===== src/rtl/sw_lap_ctrl.sv =====
// Stopwatch front-end sequencer: 1 ms timebase, button conditioning
// (2-FF sync + tick-based debounce + press pulse) and the lap/split FSM
// that decides when the display register captures the live count.
//
// state | meaning
// LIVE  | display follows the running counter, reloaded on every m_sec
// HOLD  | display frozen on a captured split value, lap LED on
module sw_lap_ctrl #(
  parameter int CLK_DIV = 50000,
  parameter int DB_MS   = 10
) (
  input  logic clk,
  input  logic rst_btn,
  input  logic ss_btn,
  input  logic lap_btn,
  input  logic timer_on,
  input  logic timer_clr,
  output logic m_sec,
  output logic ss_pulse,
  output logic lap_pulse,
  output logic disp_load,
  output logic disp_hold
);

  localparam int PC_W = (CLK_DIV > 1) ? $clog2(CLK_DIV) : 1;
  localparam int DC_W = $clog2(DB_MS + 1);
  localparam logic [PC_W-1:0] PC_LAST = PC_W'(CLK_DIV - 1);
  localparam logic [DC_W-1:0] DC_LAST = DC_W'(DB_MS - 1);

  typedef enum logic {
    LIVE = 1'b0,
    HOLD = 1'b1
  } state_t;

  // bit 0 = start/stop, bit 1 = lap
  logic [1:0]      btn_raw;
  logic [1:0]      sync1_q;
  logic [1:0]      sync2_q;
  logic [1:0]      db_q;
  logic [1:0]      db_d;
  logic [1:0]      db_dly_q;
  logic [1:0]      pulse_q;
  logic [DC_W-1:0] dc_q [2];
  logic [DC_W-1:0] dc_d [2];

  logic [PC_W-1:0] pc_q;
  logic [PC_W-1:0] pc_d;
  logic            m_sec_q;

  state_t          state_q;
  logic            disp_load_q;
  logic            disp_hold_q;

  assign btn_raw = {lap_btn, ss_btn};

  // Prescaler wrap: 0..CLK_DIV-1
  always_comb begin
    pc_d = pc_q + 1'b1;
    if (pc_q == PC_LAST) begin
      pc_d = '0;
    end
  end

  // Free-running prescaler; tick is registered so it lands one cycle after the last count
  always_ff @(posedge clk or negedge rst_btn) begin
    if (!rst_btn) begin
      pc_q    <= '0;
      m_sec_q <= 1'b0;
    end else begin
      pc_q    <= pc_d;
      m_sec_q <= (pc_q == PC_LAST);
    end
  end

  // Debounce next-state: count ticks of disagreement, flip after DB_MS of them
  always_comb begin
    db_d = db_q;
    dc_d = dc_q;
    for (int i = 0; i < 2; i++) begin
      if (sync2_q[i] == db_q[i]) begin
        dc_d[i] = '0;
      end else if (m_sec_q) begin
        if (dc_q[i] == DC_LAST) begin
          db_d[i] = ~db_q[i];
          dc_d[i] = '0;
        end else begin
          dc_d[i] = dc_q[i] + 1'b1;
        end
      end
    end
  end

  // Synchronizers, debounce state and press-edge pulses for both buttons
  always_ff @(posedge clk or negedge rst_btn) begin
    if (!rst_btn) begin
      sync1_q  <= '0;
      sync2_q  <= '0;
      db_q     <= '0;
      db_dly_q <= '0;
      pulse_q  <= '0;
      dc_q[0]  <= '0;
      dc_q[1]  <= '0;
    end else begin
      sync1_q  <= btn_raw;
      sync2_q  <= sync1_q;
      db_q     <= db_d;
      db_dly_q <= db_q;
      pulse_q  <= db_q & ~db_dly_q;
      dc_q[0]  <= dc_d[0];
      dc_q[1]  <= dc_d[1];
    end
  end

  // Lap FSM with registered display controls; clear wins over a coincident lap press
  always_ff @(posedge clk or negedge rst_btn) begin
    if (!rst_btn) begin
      state_q     <= LIVE;
      disp_load_q <= 1'b0;
      disp_hold_q <= 1'b0;
    end else if (timer_clr) begin
      state_q     <= LIVE;
      disp_load_q <= 1'b1;
      disp_hold_q <= 1'b0;
    end else begin
      case (state_q)
        LIVE: begin
          if (pulse_q[1] && timer_on) begin
            state_q     <= HOLD;
            disp_load_q <= 1'b1;
            disp_hold_q <= 1'b1;
          end else begin
            state_q     <= LIVE;
            disp_load_q <= m_sec_q;
            disp_hold_q <= 1'b0;
          end
        end
        HOLD: begin
          if (pulse_q[1]) begin
            state_q     <= LIVE;
            disp_load_q <= 1'b1;
            disp_hold_q <= 1'b0;
          end else begin
            state_q     <= HOLD;
            disp_load_q <= 1'b0;
            disp_hold_q <= 1'b1;
          end
        end
      endcase
    end
  end

  assign m_sec     = m_sec_q;
  assign ss_pulse  = pulse_q[0];
  assign lap_pulse = pulse_q[1];
  assign disp_load = disp_load_q;
  assign disp_hold = disp_hold_q;

endmodule


===== config.mk =====
export PLATFORM = sky130hd
export DESIGN_NAME = sw_lap_ctrl
export DESIGN_NICKNAME = d
export VERILOG_FILES = /design/src/rtl/sw_lap_ctrl.sv
export SDC_FILE = /design/constraint.sdc
export NUM_CORES = 1
export LEC_CHECK = 0
export ABC_AREA = 1
export BUFFER_PORTS_ARGS = -buffer_cell sky130_fd_sc_hd__buf_4
export CORE_MARGIN = 4
export CORE_UTILIZATION = 35
export CTS_CLUSTER_SIZE = 25
export DETAILED_ROUTE_END_ITERATION = 16
export PLACE_DENSITY = 0.49
export SETUP_SLACK_MARGIN = 0.05
export SLEW_MARGIN = 20
export SYNTH_ARGS = -nofsm -noshare
export SYNTH_HDL_FRONTEND = slang
export SYNTH_SLANG_ARGS = --single-unit

===== constraint.sdc =====
create_clock -name clk -period 1.5 [get_ports clk]
set_clock_uncertainty 0.1 [all_clocks]
set_input_delay 0.075 -clock clk [delete_from_list [all_inputs] [get_ports clk]]
set_output_delay 0.075 -clock clk [all_outputs]
set_load 0.02 [all_outputs]

==> summary.txt <==
Die
  • I/O Pins: 11
  • DIE AREA: 6190 um2
  • Core Region: between 4000 and 5000 um2
  • Die height: roughly 80 um
  • Cell Rows: 25
  • Initial Util: 0.365
  • Die X-Extent: ~79 um

Final layout
  • Commonest cells after routing, fill and taps aside: nand2_1 (38), dfrtp_1 (36), nor2_1 (32)
  • Post-route cell area: 2080 um2
  • Commonest non-fill, non-tap cell in the layout: nand2_1
  • NumNets Final: approximately 240
  • Area Growth Syn to Fin: 19.1%
  • Share of layout cells above drive strength 1: 0.142
  • N_diodes: 0

STA
  • Slew Viols, Final: 0
  • Min cycle time layout: ~1400 ps
  • Hold Vio Cnt, Final: 0
  • Final worst-path cycle share: 0.926
  • Final setup vio count: 0
  • Slew headroom: 0.693
  • FMAX: just over 0.7 GHz
  • Worst-margin pin slew: around 460 ps
  • Setup TNS: 0 ps
  • Hold WS: roughly 180 ps
  • RSZ-0062 raised after global routing: yes

Critical path
  • Crit path required time: around 1600 ps
  • Crit path buffers/inverters: 3
  • Worst-path fanout max: 2
  • CP Capture Type: register
  • Cell mode on critical path: dlygate4sd3_1
  • Worst path slowest cell: dlygate4sd3_1
  • CP Depth: 5
  • Max stage delay on crit path: 540 ps
  • Delay-heaviest family, CP: buffers and inverters
  • R2R setup slack: around 130 ps
  • CP Cell Sequence: dlygate4sd3_1, buf_4, a21oi_1, nor2_1, dlygate4sd3_1
  • CP Launch Type: input port
  • Critical Setup Path Class: in -> reg
  • R2r startpoint: pulse_q[1]
  • Crit path DAT: 1460 ps
  • R2R depth: 3
  • Reg2reg end: disp_hold

Power and ir drop
  • Internal: 1.39 mW
  • Sw power: 0.380 mW
  • Static Leak: approximately 1.0 nW
  • Switching part of the total: 0.215
  • PwrDens: between 800 and 900 nW/um2
  • Maximum VDD drop: roughly 0.38 mV
  • Clock share of power: 0.401
  • Part of the power in registers: 0.569
  • Design Power: roughly 1.8 mW
  • Comb power frac: 0.030

Placement
  • Hpwl dp: around 2.1 mm
  • GP Congestion: 0.823
  • Port buffer count: 10
  • Placed inst area: around 1900 um2

CTS
  • Post-CTS setup buffer count: 0
  • Clk sinks: 37
  • CTS tree: built
  • CTS root buffer: clkbuf_8
  • CTS Buffer Depth: 2
  • Num CTS Buffers: 5
  • H-tree depth: 2
  • Clk_lat worst skew: just under 300 ps
  • Clock Pin Slew Worst Setup and Hold Paths: 70 ps

Detailed routing
  • Via count: 1,256
  • Residual DRC: 0
  • Vias/cell: 4.29
  • Routed WL: approximately 3.1 mm
  • Drt pass-1 iters: 4
  • Number of nets still failing antenna checks after routing: 0
  • Average wire per standard cell: between 10 and 15 um
  • Starting DRC count in detailed routing: 22

Synthesis
  • Warnings, synthesis: 0
  • Syn nets: about 210
  • #FFs+latches synth: 37
  • Yosys cell types: 19
  • Post-synthesis sequential area ratio: 0.530
  • Mapped Avg Cell Area: roughly 8.6 um2
  • Post-Synthesis Cells: between 200 and 250
  • Mapped Area: between 1500 and 2000 um2

GRT
  • First-pass GRT wire length: 5.59 mm
  • Largest net degree at the start of global routing: 38
  • Initial antenna violation count: 0
  • Vias in the first global route: ~1,200
  • Overall Global Routing Usage: 0.116
  • Overflow after GRT: 0

Run
  • Max-cap violations: 0

Status
  • Status: completed

Min path
  • Hold Path Class: in -> async
## layout make-up
| class | count | area [um2] |
|---|---|---|
| clock buffers | 6 | 82.6 |
| clock inverters | 1 | 7.51 |
| fillers | 489 | 2710 |
| inverters | 31 | 116 |
| multi-input cells | 134 | 719 |
| flip-flops and latches | 37 | 927 |
| well taps | 67 | 83.8 |
| repair buffers | 17 | 143 |
## cells by family after synthesis
logic type      synth area share
simple gates               0.252
flops                      0.530
buf+inv                   0.0666
compound gates            0.0552
xor+xnor                  0.0602
fa+ha+maj                 0.0358
## routing by layer
metal | GRT usage | share of wire | wire length, um
met1 | 0.148 | 0.49 | 1520
met3 | 0.0321 | 0.045 | 137
met2 | 0.180 | 0.44 | 1350
met4 | 0.0577 | 0.020 | 61
met5 | 0 | 0 | 0
## synth_stat cells (all sizes together)
library cell / instances / area, um2
a21oi: 4 / 20.0
dfrtp: 37 / 926
ha: 5 / 62.6
inv: 31 / 116
nand2: 42 / 165
nand3: 16 / 90.1
nand4: 4 / 25.0
nor2: 36 / 148
nor3: 1 / 5.00
nor3b: 1 / 7.51
o21ai: 7 / 35.0
o21bai: 3 / 22.5
o22ai: 3 / 18.8
xnor2: 2 / 17.5
xor2: 10 / 87.6
## sequential cells by signal (all words and copies together), names as in the netlist, 2 cells and up
register  flops
sync2_q       2
sync1_q       2
pulse_q       2
db_dly_q      2
dc_q          8
pc_q         16
db_q          2
## repair_timing
item | 4_1_cts | 5_1_grt
pin swaps | 0 | 2
setup endpoints to repair | 1 | 6
hold buffers | 6 | 0
gates resized for setup | 1 | 5
endpoints found under the hold margin | 41 | 0
## power by group through the flow
stage          combinational, mW  sequential (mW)  clock (mW)
2_1_floorplan            0.00850             1.03           0
3_3_place_gp              0.0449             1.03           0
6_report                  0.0530             1.01       0.709
5_1_grt                   0.0622             1.01       0.795
4_1_cts                   0.0556             1.01       0.746
3_5_place_dp              0.0451             1.03           0
## worst reg2reg max path, stage by stage (launching register included)
cell           delay (ps)
dfrtp_1               410
a21oi_1               160
nor2_1                 50
dlygate4sd3_1         540
## worst max path at each step
stage / from / end / slack, ps
floorplan: pc_q[0] / pc_q[15] / 170
global placement: pc_q[0] / pc_q[15] / 70
detailed placement: pc_q[0] / pc_q[15] / 50
CTS: pc_q[0] / pc_q[15] / 70
global route: pc_q[0] / pc_q[15] / 50
finish: timer_on / disp_hold / 110
## metrics by stage
stage,utilization,instances,setup slack (ps)
after floorplan,-,202,174
after global placement,0.400,280,68.4
after detailed placement,0.400,280,45.1
after CTS,0.432,293,72.6
after global routing,0.435,293,46.1
final,0.435,293,110
Note: power is estimated with default switching activity, not from simulation.
